==> config.mk <==
export PLATFORM = sky130hd
export DESIGN_NAME = seq_shift_add_multiplier
export DESIGN_NICKNAME = d
export VERILOG_FILES = /design/src/rtl/seq_shift_add_multiplier.sv
export SDC_FILE = /design/constraint.sdc
export NUM_CORES = 1
export LEC_CHECK = 0
export BUFFER_PORTS_ARGS = -buffer_cell sky130_fd_sc_hd__buf_4
export CAP_MARGIN = 30
export CORE_ASPECT_RATIO = 1.5
export CORE_MARGIN = 3
export CORE_UTILIZATION = 30
export DETAILED_ROUTE_END_ITERATION = 16
export PLACE_DENSITY_LB_ADDON = 0.05
export SETUP_SLACK_MARGIN = 0.02
export SLEW_MARGIN = 20
export SYNTH_ARGS = -nofsm -noshare
export SYNTH_HDL_FRONTEND = slang
export SYNTH_SLANG_ARGS = --single-unit
==> constraint.sdc <==
create_clock -name clk -period 5.7 [get_ports clk]
set_input_delay 0.57 -clock clk [delete_from_list [all_inputs] [get_ports clk]]
set_output_delay 0.57 -clock clk [all_outputs]
set_load 0.05 [all_outputs]
==> src/rtl/seq_shift_add_multiplier.sv <==
// ---------------------------------------------------------------------------
// seq_shift_add_multiplier
//
// Iterative radix-2 shift-add multiplier. One 2*WIDTH-bit adder is reused
// over WIDTH cycles. Each operation can be signed (two's complement) or
// unsigned. Operands enter and the product leaves through valid/ready
// handshakes.
//
// Ports:
//   clk        rising-edge clock
//   rst        synchronous, active-high reset
//   in_valid   operand request valid
//   in_ready   operands can be accepted (IDLE only)
//   ina        multiplicand, WIDTH bits
//   inb        multiplier, WIDTH bits
//   is_signed  1 = two's-complement operands and product, 0 = unsigned
//   out_valid  product available (DONE only)
//   out_ready  consumer accepts the product
//   out        registered product, 2*WIDTH bits
// ---------------------------------------------------------------------------
module seq_shift_add_multiplier #(
  parameter int unsigned WIDTH = 8,
  parameter int unsigned CNT_W = $clog2(WIDTH + 1)
) (
  input  logic               clk,
  input  logic               rst,
  input  logic               in_valid,
  output logic               in_ready,
  input  logic [WIDTH-1:0]   ina,
  input  logic [WIDTH-1:0]   inb,
  input  logic               is_signed,
  output logic               out_valid,
  input  logic               out_ready,
  output logic [2*WIDTH-1:0] out
);

  typedef enum logic [1:0] {
    S_IDLE,
    S_CALC,
    S_DONE
  } state_t;

  state_t               r_state;
  state_t               w_state_nxt;

  logic [WIDTH-1:0]     r_mcand;
  logic [WIDTH-1:0]     r_mplier;
  logic [CNT_W-1:0]     r_cnt;
  logic [2*WIDTH-1:0]   r_acc;
  logic                 r_neg;
  logic [2*WIDTH-1:0]   r_out;

  logic [WIDTH-1:0]     w_abs_a;
  logic [WIDTH-1:0]     w_abs_b;
  logic                 w_last;
  logic [2*WIDTH-1:0]   w_addend;
  logic [2*WIDTH-1:0]   w_acc_nxt;
  logic [2*WIDTH-1:0]   w_result;

  // Magnitudes of the operands. For the most negative value the negation
  // wraps back to 2^(WIDTH-1), which is exactly the magnitude as unsigned.
  always_comb begin
    w_abs_a = ina;
    w_abs_b = inb;
    if (is_signed && ina[WIDTH-1]) begin
      w_abs_a = ~ina + 1'b1;
    end
    if (is_signed && inb[WIDTH-1]) begin
      w_abs_b = ~inb + 1'b1;
    end
  end

  // One partial product per cycle: multiplicand shifted by the iteration
  // index, added only when the current multiplier bit is set.
  always_comb begin
    w_last    = (r_cnt == CNT_W'(WIDTH - 1));
    w_addend  = {{WIDTH{1'b0}}, r_mcand} << r_cnt;
    w_acc_nxt = r_acc;
    if (r_mplier[0]) begin
      w_acc_nxt = r_acc + w_addend;
    end
    w_result = w_acc_nxt;
    if (r_neg) begin
      w_result = ~w_acc_nxt + 1'b1;
    end
  end

  // State register
  always_ff @(posedge clk) begin
    if (rst) begin
      r_state <= S_IDLE;
    end else begin
      r_state <= w_state_nxt;
    end
  end

  // Next-state logic
  always_comb begin
    w_state_nxt = r_state;
    unique case (r_state)
      S_IDLE: begin
        if (in_valid) begin
          w_state_nxt = S_CALC;
        end
      end
      S_CALC: begin
        if (w_last) begin
          w_state_nxt = S_DONE;
        end
      end
      S_DONE: begin
        if (out_ready) begin
          w_state_nxt = S_IDLE;
        end
      end
      default: w_state_nxt = S_IDLE;
    endcase
  end

  // Output decode
  always_comb begin
    in_ready  = 1'b0;
    out_valid = 1'b0;
    unique case (r_state)
      S_IDLE:  in_ready  = 1'b1;
      S_DONE:  out_valid = 1'b1;
      default: ;
    endcase
  end

  assign out = r_out;

  // Datapath registers
  always_ff @(posedge clk) begin
    if (rst) begin
      r_mcand  <= '0;
      r_mplier <= '0;
      r_cnt    <= '0;
      r_acc    <= '0;
      r_neg    <= 1'b0;
      r_out    <= '0;
    end else begin
      unique case (r_state)
        S_IDLE: begin
          if (in_valid) begin
            r_mcand  <= w_abs_a;
            r_mplier <= w_abs_b;
            r_neg    <= is_signed & (ina[WIDTH-1] ^ inb[WIDTH-1]);
            r_acc    <= '0;
            r_cnt    <= '0;
          end
        end
        S_CALC: begin
          r_acc    <= w_acc_nxt;
          r_mplier <= r_mplier >> 1;
          r_cnt    <= r_cnt + 1'b1;
          if (w_last) begin
            r_out <= w_result;
          end
        end
        default: ;
      endcase
    end
  end

endmodule

# --- Yosys cells after proc, flatten, opt, wreduce, memory -nomap -nowiden ---
# Cells that the tools add are included.
totals:
  reg_bits: 55
  romBits: 0
  mem_bits_rw: 0
  memories: 0
  elab_cells: 48
  latch_bits: 0
  out_inout_bits: 18
  in_bits: 21
classes:
  n_eq_ne: 6
  addsub: 5
  n_shift: 1
  multipliers: 0
  bitwise: 5
  n_reduce_logical: 8
  n_div: 0
  muxes: 16
  order_cmp: 0
ops:
  columns: ["operator", "n"]
  rows:
  - ["$mux W16", 3]
  - ["$pmux W16 S2", 1]
  - ["$mux W8", 3]
  - ["$add A16 B1 Y16 const B", 1]
  - ["$add A16 B16 Y16", 1]
  - ["$add A8 B1 Y8 const B", 2]
  - ["$not A16 Y16", 1]
  - ["$not A8 Y8", 2]
  - ["$pmux W8 S2", 1]
  - ["$shl A8 B4 Y16", 1]
  - ["$pmux W4 S2", 1]
  - ["$mux W2", 3]
  - ["$ne A2 B2 Y1 const B", 3]
  - ["$pmux W2 S3", 1]
  - ["$reduce_and A2 Y1", 3]
  - ["$add A4 B1 Y4 const B", 1]
  - ["$eq A4 B3 Y1 const B", 1]
  - ["$mux W4", 1]
  - ["$reduce_and A3 Y1", 1]
  - ["$eq A2 B1 Y1 const B", 1]
  - ["$eq A2 B2 Y1 const B", 1]
  - ["$logic_and A1 B1 Y1", 2]
  - ["$logic_not A2 Y1", 1]
  - ["$mux W1", 2]
  - ["3 further kinds", 3]

# --- Depth between registers and ports, before layout ---
logic_depth:
  word_depth: 6
  ltp_mapped: 18
  mapped_depth_nobuf: 16

# --- Least setup slack after synthesis ---
# Ideal clock, no wire load.
synth_timing:
  path_type: "register to register"
  startpoint: "register r_cnt[0]"
  endpoint: "register r_out[15], in the netlist out[15]"
  setup_slack_ns: 1.693
  path_buffers: 3
  path_stages_with_launch: 18
  t_arrival_ns: 3.928
  required_time_ns: 5.621
  setup_ns: 0.079
  cell_sequence: "dfxtp_1 > buf_2 > clkbuf_1 > mux2_2 > o21ai_0 > o21ai_0 > nor2b_1 > ha_1 > buf_2 > a211o_1 > a211oi_1 > nor2_1 > o31a_1 > o31ai_4 > nor4_4 > a41oi_2 > or4b_1 > o211ai_1"
synth_via:
  elab_chain_len: 6
  elab_cells_between_ends: 8
  classes_between: "add/sub (2); eq/ne (1); shift (1); mux (2); bitwise (1); reduce/logical (1)"
synth_rtl:
  columns: ["item", "line", "source"]
  rows:
  - ["start, declared", "48", "logic [CNT_W-1:0] r_cnt;"]
  - ["start signal, assigned", "156", "r_cnt <= r_cnt + 1'b1;"]
  - ["$shl A8 B4 Y16", "77", "w_addend = {{WIDTH{1'b0}}, r_mcand} << r_cnt;"]
  - ["$add A16 B16 Y16", "80", "w_acc_nxt = r_acc + w_addend;"]
  - ["$mux W16", "79", "if (r_mplier[0]) begin"]
  - ["$not A16 Y16", "84", "w_result = ~w_acc_nxt + 1'b1;"]
  - ["$add A16 B1 Y16", "84", null]
  - ["$mux W16", "83", "if (r_neg) begin"]
  - ["end signal, assigned", "158", "r_out <= w_result;"]
  - ["end, declared", "51", "logic [2*WIDTH-1:0] r_out;"]
# Parallel ways exist; a longest one is shown, timed or not.
# A chain may end at the register's enable or synchronous reset.

# --- Final worst setup path ---
layout_timing:
  startpoint: "register r_cnt[0]"
  endpoint: "register r_out[13], in the netlist out[13]"
# The elaborated chain is that of the path after synthesis.

==> parameters.txt <==
Parameter                              Value

Status
  Run status    complete, no violations

Floorplan
  Floorplan core area    ~13000 µm²
  Initial core utilization    0.3083
  Chip width    just over 100 µm
  IO Pins    39
  Num rows    51
  Die area    between 10000 and 15000 µm²
  DIE HEIGHT    148.0 µm

Yosys
  Fraction of post-synthesis cell area in the top cell type by area    0.2730
  Register bit count reported by yosys    55
  Number of different library cells in the post-synthesis netlist    69
  Per-instance average area after synthesis    around 7.7 µm²
  XOR/XNOR Fraction of Synth Area    0.05430
  Most used flip-flop cell after synthesis    sky130_fd_sc_hd__dfxtp_1
  Multiplexer fraction of the synthesized cell area    0.05430
  Synthesized-area fraction occupied by ao, oa, aoi and oai cells    0.2572
  Cell with the most instances after synthesis    sky130_fd_sc_hd__nand2_1
  Net count after synthesis    roughly 560
  Most area-consuming cells after synthesis    sky130_fd_sc_hd__dfxtp_1 (27%), sky130_fd_sc_hd__a21oi_1 (6.5%), sky130_fd_sc_hd__nand2_1 (6.1%), sky130_fd_sc_hd__ha_1 (5.9%), sky130_fd_sc_hd__nor2_1 (5.0%)
  Largest area contributor in the netlist    sky130_fd_sc_hd__dfxtp_1
  Largest family of logic cells by synthesized area    simple AND/OR/NAND/NOR gates
  Post-synthesis sequential area ratio    0.2730
  Most numerous cell types in the synthesized netlist    sky130_fd_sc_hd__nand2_1 (66), sky130_fd_sc_hd__dfxtp_1 (55), sky130_fd_sc_hd__nor2_1 (54)
  Count of synthesis-stage warnings from yosys    0
  Count of flip-flops with a built-in enable after synthesis    0
  Simple-Gate Fraction of Synth Area    0.2578
  Mapped Cells    between 500 and 600
  Proportion of register bits with asynchronous set or reset after synthesis    0
  Netlist Area Pre-Place    ~4000 µm²
  Post-synthesis share of cell area spent on full adders, half adders and majority gates    0.06392

CTS
  Clock-pin slew on the worst setup and hold paths    ~80 ps
  H-tree levels    2
  Clock insertion delay at the later pin of the skew report    310 ps
  Number of resized instances in the post-cts repair step    0
  Clock tree from TritonCTS    built
  Setup bufs post-CTS    0
  CTS buffer count    5
  Maximum buffer depth of the clock tree    2
  Hold_buf cts    0
  Sink Count    between 50 and 60
  Library cell used as clock root buffer    sky130_fd_sc_hd__clkbuf_16

Drt
  Avg WL per Cell    17.06 µm
  Via-per-instance ratio    between 5 and 6
  DRC violation count after routing    0
  Number of DRC violations after detailed-routing iteration 0    92
  Post-detailed-route count of antenna-violating nets    0
  Total Routed Length    11.91 mm
  Via count    3797
  Detailed Routing Iterations Pass 1    4

Critical path
  Crit path buf inv count    0
  WP data required    a little under 6000 ps
  Max stage delay on crit path    670 ps
  Kind of critical path    reg -> reg
  Setup crit start    r_cnt[0]
  R2r endpoint    out[13]
  Type of element capturing the critical path    flip-flop
  Crit Path Max Fanout    15
  Largest delay contributor family on the critical path    compound AO/OA/AOI/OAI gates
  Library cell contributing the largest single delay on the critical path    sky130_fd_sc_hd__dfxtp_1
  Crit-path cells    mux2_2 > o21ai_0 > nor2_1 > a21oi_1 > nor2_1 > ha_1 > o211ai_2 > o211ai_2 > and3_1 > o31ai_2 > or3_4 > nor4_4 > nand2_2 > a2111oi_0 > nand3b_1
  Capture point of the critical path    out[13]
  Depth of the critical timing path with buffers and inverters included    15
  R2r setup slk    roughly 1300 ps
  Origin of the critical flop-to-flop path    r_cnt[0]
  Critical path arrival    ~4600 ps
  Startpoint class of the critical path    flip-flop
  Worst reg-to-reg path cell count    15

Cells and area
  Net count reported at finish    roughly 580
  Total inserted antenna cells    0
  Area growth from synthesis to layout    13.22%
  Ratio of cells with drive above 1 in the final layout    0.1391
  Final cell count without fillers    698

STA
  Share of the clock period used by the worst path after layout    0.7703
  Setup Skew    roughly 12 ps
  Total negative slack for setup checks    0 ps
  Max-slew headroom at the worst pin    0.4698
  Setup repair after global routing missed its margin    no
  Maximum clock frequency    227.8 MHz
  Slew Limit Fails    0
  Endpoints failing hold    0
  Setup Viol. Count Final    0
  Worst slew pin tran    between 700 and 800 ps
  Minimum period implied by the final worst setup slack    about 4400 ps

Global routing
  Initial antenna violation count    0
  Wire length of the first global-routing pass    between 15 and 20 mm
  Via count of the first global-routing pass    3518
  Overall overflow remaining after global route    0
  Global router's overall resource usage    0.1573
  Largest net degree at the start of global routing    just under 60

Placed design
  Input/output buffers    38
  Dpl cells    just under 700
  Total half-perimeter wirelength after legalization and detailed placement    a little under 9 mm
  Last weighted congestion value of the routability-driven placer    about 0.82

Power and ir drop
  Worst VDD drop    0.1246 mV
  Pwr/cell area    200.4 nW/µm²
  Leakage    between 1.5 and 2 nW

Run
  Max Cap Violations    0

Worst hold path
  Cell depth of the worst min-delay path    2
  Type of the most critical hold path    reg -> reg
## where the power goes
group          total, W  internal [W]  leakage (nW)  switching, W
combinational  0.000177     0.0000674          1.26      0.000109
clock          0.000331      0.000166        0.0717      0.000164
sequential     0.000408      0.000395         0.446     0.0000128
## cells in the final DEF (no fill, tap or decap), types with 3 or more instances in the layout
master                      instances
sky130_fd_sc_hd__buf_4             40
sky130_fd_sc_hd__nor4_1             4
sky130_fd_sc_hd__o21a_1             4
sky130_fd_sc_hd__clkbuf_16          5
sky130_fd_sc_hd__o31ai_1            5
sky130_fd_sc_hd__mux2_2             7
sky130_fd_sc_hd__mux2i_1           14
sky130_fd_sc_hd__nand2b_1           7
sky130_fd_sc_hd__nand4_1            5
sky130_fd_sc_hd__a311oi_1           3
sky130_fd_sc_hd__dfxtp_1           55
sky130_fd_sc_hd__xnor2_1           16
sky130_fd_sc_hd__inv_1              6
sky130_fd_sc_hd__nand3b_1           5
sky130_fd_sc_hd__a211oi_1           8
sky130_fd_sc_hd__xor2_1             9
sky130_fd_sc_hd__ha_1              19
sky130_fd_sc_hd__or3_1              4
sky130_fd_sc_hd__a31oi_1            9
sky130_fd_sc_hd__nor3_1            11
sky130_fd_sc_hd__a21o_1             4
sky130_fd_sc_hd__a22oi_1           14
sky130_fd_sc_hd__o22ai_1            3
sky130_fd_sc_hd__nor2b_1           11
sky130_fd_sc_hd__nand3_1           22
sky130_fd_sc_hd__nand2_1           66
sky130_fd_sc_hd__o21ai_0           19
sky130_fd_sc_hd__a21oi_1           52
sky130_fd_sc_hd__or2_2              3
sky130_fd_sc_hd__nor2_1            53
sky130_fd_sc_hd__and3_1             5
## state kept, by name, summed over array words and instances, names as in the netlist
name,count
out,16
r_acc,16
r_cnt,4
r_mcand,8
r_mplier,8
r_neg,1
r_state,2
## cell type report
class	instances	area [µm²]
Inverter	7	26.28
Clock buffer	5	125.1
Multi-Input combinational cell	428	2775
Fill cell	1411	8516
Timing Repair Buffer	41	315.3
Clock inverter	3	23.77
Tap cell	159	198.9
Sequential cell	55	1101
## logic make-up after synthesis
family	count (synthesis)
AO/OA/AOI/OAI	150
XOR/XNOR	25
adder cells (fa/ha/maj)	20
buffers and inverters	40
flip-flops	55
multiplexers	21
AND/OR/NAND/NOR	212
## layer usage
metal  wire [µm]  part of all wire  up-vias  global-route usage
met5           0                 0        -                   0
met4         255             0.021        0             0.05125
met3         301             0.025       13             0.01653
met2        6480              0.54       67              0.2906
met1        4868              0.41     1775              0.1851
li1            -                 -     1942                   -
## through the flow
| stage | total power (W) | cell area, µm² | worst slack, ps | hold WS [ps] | util |
|---|---|---|---|---|---|
| after floorplan | 0.0005400 | 4033 | 1693 | 431.7 | - |
| after global placement | 0.0005915 | 4402 | 1398 | 442.2 | 0.3365 |
| after detailed placement | 0.0005941 | 4417 | 1379 | 447.8 | 0.3376 |
| after CTS | 0.0009286 | 4566 | 1348 | 458.8 | 0.3490 |
| after global routing | 0.0009614 | 4566 | 1018 | 470.0 | 0.3490 |
| final | 0.0009149 | 4566 | 1310 | 456.5 | 0.3490 |
## worst reg2reg max path, stage by stage, from the launching register on
cell and delay, ps:
sky130_fd_sc_hd__dfxtp_1 670, sky130_fd_sc_hd__mux2_2 410, sky130_fd_sc_hd__o21ai_0 250, sky130_fd_sc_hd__nor2_1 70, sky130_fd_sc_hd__a21oi_1 200, sky130_fd_sc_hd__nor2_1 70
sky130_fd_sc_hd__ha_1 480, sky130_fd_sc_hd__o211ai_2 160, sky130_fd_sc_hd__o211ai_2 310, sky130_fd_sc_hd__and3_1 220, sky130_fd_sc_hd__o31ai_2 110, sky130_fd_sc_hd__or3_4 460
sky130_fd_sc_hd__nor4_4 310, sky130_fd_sc_hd__nand2_2 80, sky130_fd_sc_hd__a2111oi_0 380, sky130_fd_sc_hd__nand3b_1 160
## how the worst min path moves through the flow
stage | start | end | slack (ps)
2_1_floorplan | r_mplier[3] | r_mplier[2] | 430
3_3_place_gp | out[11] | out[11] | 440
3_5_place_dp | out[12] | out[12] | 450
4_1_cts | out[12] | out[12] | 460
5_1_grt | out[6] | out[6] | 470
6_report | out[10] | out[10] | 460
(Power assumes the default switching activity.)
